==> src/rtl/redirect_table_mgr.sv <==
// Per-port redirect table manager: decodes redirect/stop command beats on
// each target port's write channel and tracks an IDLE/ARMED/ACTIVE redirect.
module redirect_table_mgr #(
   parameter int unsigned N_TARG_PORT = 7,
   parameter int unsigned AXI_DATA_W  = 64,
   parameter int unsigned LOG_N_INIT  = 2,
   parameter int unsigned N_INIT      = 4,
   parameter int unsigned CMD_TAG_W   = 16,
   parameter logic [CMD_TAG_W-1:0] CMD_REDIRECT = 16'hDE01,
   parameter logic [CMD_TAG_W-1:0] CMD_STOP     = 16'hDE00,
   parameter int unsigned TIMEOUT_CYC = 255,
   localparam int unsigned ACT_W      = $clog2(N_TARG_PORT + 1)
) (
   input  logic                                    clk,
   input  logic                                    rst_n,
   input  logic [N_TARG_PORT-1:0][AXI_DATA_W-1:0]  wdata_i,
   input  logic [N_TARG_PORT-1:0]                  wvalid_i,
   input  logic [N_TARG_PORT-1:0]                  wready_i,
   input  logic [N_TARG_PORT-1:0]                  err_clr_i,
   output logic [N_TARG_PORT-1:0]                  redirect_valid_o,
   output logic [N_TARG_PORT-1:0][LOG_N_INIT-1:0]  source_o,
   output logic [N_TARG_PORT-1:0][LOG_N_INIT-1:0]  target_o,
   output logic [N_TARG_PORT-1:0]                  timeout_o,
   output logic [N_TARG_PORT-1:0]                  err_o,
   output logic [ACT_W-1:0]                        active_cnt_o
);

   localparam int unsigned TMO_W = 16;

   typedef enum logic [1:0] {
      IDLE   = 2'd0,
      ARMED  = 2'd1,
      ACTIVE = 2'd2
   } state_t;

   // Only the tag and index bits of the payload are decoded.
   logic unused_data;
   assign unused_data = ^wdata_i;

   for (genvar p = 0; p < N_TARG_PORT; p++) begin : g_port
      state_t                state_q, state_d;
      logic [TMO_W-1:0]      cnt_q, cnt_d;
      logic [LOG_N_INIT-1:0] src_q, src_d, tgt_q, tgt_d;
      logic                  rv_q, tmo_q, tmo_d, err_q, err_d, err_set;
      logic                  beat;
      logic [CMD_TAG_W-1:0]  tag;
      logic [LOG_N_INIT-1:0] low;

      assign beat = wvalid_i[p] & wready_i[p];
      assign tag  = wdata_i[p][AXI_DATA_W-1 -: CMD_TAG_W];
      assign low  = wdata_i[p][LOG_N_INIT-1:0];

      // Next-state decode: commands override state, then per-state handling.
      always_comb begin
         state_d = state_q;
         cnt_d   = cnt_q;
         src_d   = src_q;
         tgt_d   = tgt_q;
         tmo_d   = 1'b0;
         err_set = 1'b0;
         if (beat && (tag == CMD_REDIRECT)) begin
            cnt_d = '0;
            if (32'(low) >= N_INIT) begin
               err_set = 1'b1;
               state_d = IDLE;
            end else begin
               src_d   = low;
               state_d = ARMED;
            end
         end else if (beat && (tag == CMD_STOP)) begin
            state_d = IDLE;
         end else begin
            case (state_q)
               ARMED: begin
                  if (beat) begin
                     if ((32'(low) >= N_INIT) || (low == src_q)) begin
                        err_set = 1'b1;
                        state_d = IDLE;
                     end else begin
                        tgt_d   = low;
                        state_d = ACTIVE;
                     end
                  end else if (cnt_q == TMO_W'(TIMEOUT_CYC - 1)) begin
                     // Terminal count reached this cycle; a beat would have won above.
                     state_d = IDLE;
                     tmo_d   = 1'b1;
                     cnt_d   = '0;
                  end else begin
                     cnt_d = cnt_q + TMO_W'(1);
                  end
               end
               default: ;
            endcase
         end
         err_d = err_set | (err_q & ~err_clr_i[p]);
      end

      // State and registered outputs.
      always_ff @(posedge clk or negedge rst_n) begin
         if (!rst_n) begin
            state_q <= IDLE;
            cnt_q   <= '0;
            src_q   <= '0;
            tgt_q   <= '0;
            rv_q    <= 1'b0;
            tmo_q   <= 1'b0;
            err_q   <= 1'b0;
         end else begin
            state_q <= state_d;
            cnt_q   <= cnt_d;
            src_q   <= src_d;
            tgt_q   <= tgt_d;
            rv_q    <= (state_d == ACTIVE);
            tmo_q   <= tmo_d;
            err_q   <= err_d;
         end
      end

      assign redirect_valid_o[p] = rv_q;
      assign source_o[p]         = src_q;
      assign target_o[p]         = tgt_q;
      assign timeout_o[p]        = tmo_q;
      assign err_o[p]            = err_q;
   end

   // Popcount of active redirects.
   always_comb begin
      active_cnt_o = '0;
      for (int unsigned i = 0; i < N_TARG_PORT; i++) begin
         active_cnt_o = active_cnt_o + ACT_W'(redirect_valid_o[i]);
      end
   end

endmodule
==> config.mk <==
export PLATFORM = sky130hd
export DESIGN_NAME = redirect_table_mgr
export DESIGN_NICKNAME = d
export VERILOG_FILES = /design/src/rtl/redirect_table_mgr.sv
export SDC_FILE = /design/constraint.sdc
export NUM_CORES = 1
export LEC_CHECK = 0
export ABC_AREA = 1
export CAP_MARGIN = 20
export CORE_AREA = 2 2 202 204
export CTS_BUF_LIST = sky130_fd_sc_hd__clkbuf_16
export CTS_CLUSTER_SIZE = 12
export DETAILED_ROUTE_END_ITERATION = 12
export DIE_AREA = 0 0 204 206
export SKIP_LAST_GASP = 1
export SLEW_MARGIN = 30
export SYNTH_ARGS = -nofsm -noshare
export SYNTH_HDL_FRONTEND = slang
export SYNTH_SLANG_ARGS = --single-unit
==> constraint.sdc <==
create_clock -name clk -period 3.2 [get_ports clk]
set_input_delay 0.48 -clock clk [delete_from_list [all_inputs] [get_ports clk]]
set_output_delay 0.48 -clock clk [all_outputs]
set_load 0.02 [all_outputs]
==> flow_metrics.py, run 1 <==
metrics = {
    "power_and_ir_drop": {
        "p_seq_share_pct": 45.8,
        "combPwrFrac_pct": 10.1,
        "power.share.clock_pct": 44.2,
        "p_int_mw": 3.91,
        "p_per_area_nw_per_um2": 364,
        "swShare_pct": 23.6,
        "ir_drop_uv": 293,
        "p_switching_mw": 1.21,
        "p_leak_nw": 6.32,
    },
    "layout": {
        "finalNetCount": 2284,
        "final_cells": 2338,
        "final_util_pct": 35.1,
        "fillers": 4277,
        "antenna_cells": 0,
        "drive_above_1_share_pct": 6.87,
        "syn_to_final_growth_pct": 29.3,
    },
    "synth": {
        "synth_top_area_share_pct": 40.2,
        "yosysSeqAreaShare_pct": 40.2,
        "synth_seq_cells": 175,
        "synth_nets": 2081,
        "ys.flop_type": "dfrtp_1",
        "synth.avg_cell_area_um2": 6.85,
        "synthTopCellsByArea": "dfrtp_1, nand2_1, nor2_1",
        "yosysWarnings": 0,
        "yosysMostFrequentCell": "nand2_1",
        "mappedNetlistArea_um2": 10900,
        "synth_edf_count": 0,
        "syn_inst": 1592,
        "synth_commonest_cells": "nand2_1, nor2_1, inv_1",
        "synth_top_area_cell": "dfrtp_1",
        "netlist-cell-type-count": 30,
        "async_reset_ff_share_pct": 100,
    },
    "drt": {
        "drc": 0,
        "vias": 10500,
        "drt_first_iter_violations": 586,
        "viasPerCell": 4.47,
        "routed_wl_um": 28700,
        "postRouteAntennaNets": 0,
        "firstDrtPassIters": 5,
        "wl_per_cell_um": 12.3,
    },
    "placement": {
        "dpl.hpwl_um": 22300,
        "pre_cts_ws_ns": -0.377,
        "dpl.cell_count": 2305,
        "port_buffers": 200,
        "place_congestion": 0.862,
    },
    "clock_tree": {
        "cts_buffer_depth": 2,
        "cts.reportedPaths.clkPinSlew_ns": 0.07,
        "clk_latency_ns": 0.44,
        "cts_root_buf": "clkbuf_16",
        "clock_sinks": 175,
        "tritoncts": "yes",
        "cts_made_buffers": 17,
        "h-tree-depth": 4,
    },
    "timing": {
        "tns_ns": -0.225,
        "setup_slack_ns": -0.225,
        "timing_hold_violations_final": 0,
        "fin_crit_sh_pct": 107,
        "clock_skew_ns": 0.00958,
        "timing.hold.ws_ns": 0.0420,
        "drv_slew": 0,
        "setup_violations": 1,
        "rsz0062_at_grt": "yes",
        "tightest_slew_ns": 0.717,
        "slew_headroom_pct": 52.2,
        "period_minus_slack_ns": 3.43,
        "fmax_ghz": 0.292,
    },
    "hold_path": {
        "hold_class": "primary input to asynchronous set/reset pin",
    },
    "global_routing": {
        "grt_pass1_vias": 9966,
        "antenna_found_initial": 0,
        "grt_start_max_net_pins": 72,
        "overflow": 0,
        "track_usage_pct": 13.8,
        "grt_first_pass_wirelength_um": 47300,
    },
    "floorplanning": {
        "die_h_um": 206,
        "die_area_um2": 42000,
        "num_rows": 74,
        "ioPinCount": 523,
        "die_x_um": 204,
        "initial_core_util_pct": 27.1,
        "core-area_um2": 40200,
    },
    "setup_path": {
        "critPathCaptureType": "output pin",
        "worst-endpoint-required_ns": 2.72,
        "setup.worst_path.start_class": "flop",
        "crit_fanout": 2,
        "crit_type": "flop to output pin",
        "cp_data_arrival_time_ns": 2.95,
    },
    "status": {
        "status": "finished, violations left",
        "violations": "negative setup slack",
    },
    "job": {
        "drv_cap": 0,
    },
}
==> repair_timing <==
item / in CTS / in global routing
setup endpoints to repair: 3 / 3
gates resized for setup: 21 / 2
hold buffers: 0 / 0
pin swaps: 2 / 1
setup buffers: 2 / 1
==> kinds of logic (layout without fill, tap and decap cells) <==
| logic type | after synthesis | count (layout) | share of synthesized area, % |
|---|---|---|---|
| adders and majority gates | 18 | 18 | 2.34 |
| xor gates and xnor gates | 21 | 21 | 1.69 |
| and+or+nand+nor | 949 | 949 | 37.8 |
| AOI/OAI and AO/OA | 150 | 150 | 7.40 |
| buffers and inverters | 279 | 493 | 10.6 |
| DFF | 175 | 175 | 40.2 |
==> flip-flops by register name, summed over array words and instances, names as in the netlist <==
name,count
g_port.state_q,14
g_port.src_q,14
g_port.rv_q,7
g_port.tgt_q,14
g_port.cnt_q,112
g_port.tmo_q,7
g_port.err_q,7
==> worst max-delay path, stage by stage, from the launching register on <==
cell and delay [ns]:
dfrtp_2 0.43, fa_1 0.52, inv_2 0.05, fa_1 0.47, inv_1 0.05, fa_2 0.33, inv_2 0.06, fa_1 0.40
inv_1 0.08, buf_6 0.12
==> area by class of cell <==
type | instances | area (µm²) | area share [%]
tap | 532 | 666 | 4.72
timing repair buffer | 212 | 2110 | 14.9
sequential | 175 | 4380 | 31.1
clock inverter | 13 | 199 | 1.41
multi-input combinational | 1138 | 5380 | 38.1
clock buffer | 17 | 425 | 3.02
inverter | 251 | 942 | 6.68
==> stage by stage <==
stage / instance area [µm²] / total power [mW]
after floorplan: 10900 / 2.58
after global placement: 13400 / 2.89
after detailed placement: 13400 / 2.91
after CTS: 14100 / 5.20
after global routing: 14100 / 5.36
final: 14100 / 5.12
==> power by group through the flow <==
stage          logic (mW)  clock network (mW)  registers, mW
2_1_floorplan       0.203                   0           2.37
3_3_place_gp        0.511                   0           2.38
3_5_place_dp        0.521                   0           2.38
4_1_cts             0.523                2.33           2.34
5_1_grt             0.583                2.42           2.36
6_report            0.516                2.26           2.35
==> routing by layer <==
metal / share of wire (%) / track usage (%) / wire length [µm]
met4: 1.3 / 3.93 / 361
met3: 5.7 / 2.79 / 1630
met5: 0 / 0 / 0
met2: 45 / 23.1 / 13000
met1: 48 / 18.2 / 13700
==> path summary, 6_finish.rpt <==
path / from / cells past startpoint / slack [ns] / endpoint
setup / recovery: g_port[1].rv_q / 9 / -0.23 / active_cnt_o[1]
hold / removal: rst_n / 1 / 0.04 / g_port[0].tgt_q[0]
setup reg to reg: g_port[6].state_q[1] / 8 / 1.49 / g_port[6].cnt_q[15]
hold reg to reg: g_port[2].tgt_q[1] / 2 / 0.49 / g_port[2].tgt_q[1]
max in group asynchronous: rst_n / 2 / 2.24 / g_port[1].cnt_q[14]
min in group clk: g_port[2].tgt_q[1] / 2 / 0.49 / g_port[2].tgt_q[1]
==> cells in the final DEF (no fill, tap or decap), types with 2 or more instances in the layout <==
master	netlist	routed
buf_4	28	12
a31o_2	3	3
o21ai_1	31	31
inv_2	12	15
o22ai_1	34	34
nor3_1	10	10
nand3b_1	8	8
a21oi_1	2	2
ha_1	14	14
clkbuf_16	0	17
inv_1	238	237
clkdlybuf4s50_1	0	196
nand3_2	6	6
o21ai_0	79	79
bufinv_16	0	5
dfrtp_1	175	173
nor2_4	3	3
fa_1	4	3
buf_6	0	3
nand3_1	131	131
nor2_2	21	21
xnor2_1	7	7
nor2_1	240	240
nand2_2	16	16
xor2_1	14	14
clkinv_4	0	3
nand4_1	47	47
dfrtp_2	0	2
clkinv_1	1	3
nand2_1	450	450
or2_2	7	7
and2_1	2	2
nand2_4	6	6
Note: power is estimated with default switching activity, not from simulation.
==> run 2: changes to the inputs <==
--- a/config.mk
+++ b/config.mk
@@ -6,7 +6,6 @@
 export NUM_CORES = 1
 export LEC_CHECK = 0
 export ABC_AREA = 1
-export CAP_MARGIN = 20
 export CORE_AREA = 2 2 202 204
 export CTS_BUF_LIST = sky130_fd_sc_hd__clkbuf_16
 export CTS_CLUSTER_SIZE = 12
==> results of run 2 <==
No change in the layout: final DEF, timing and power equal those of run 1.
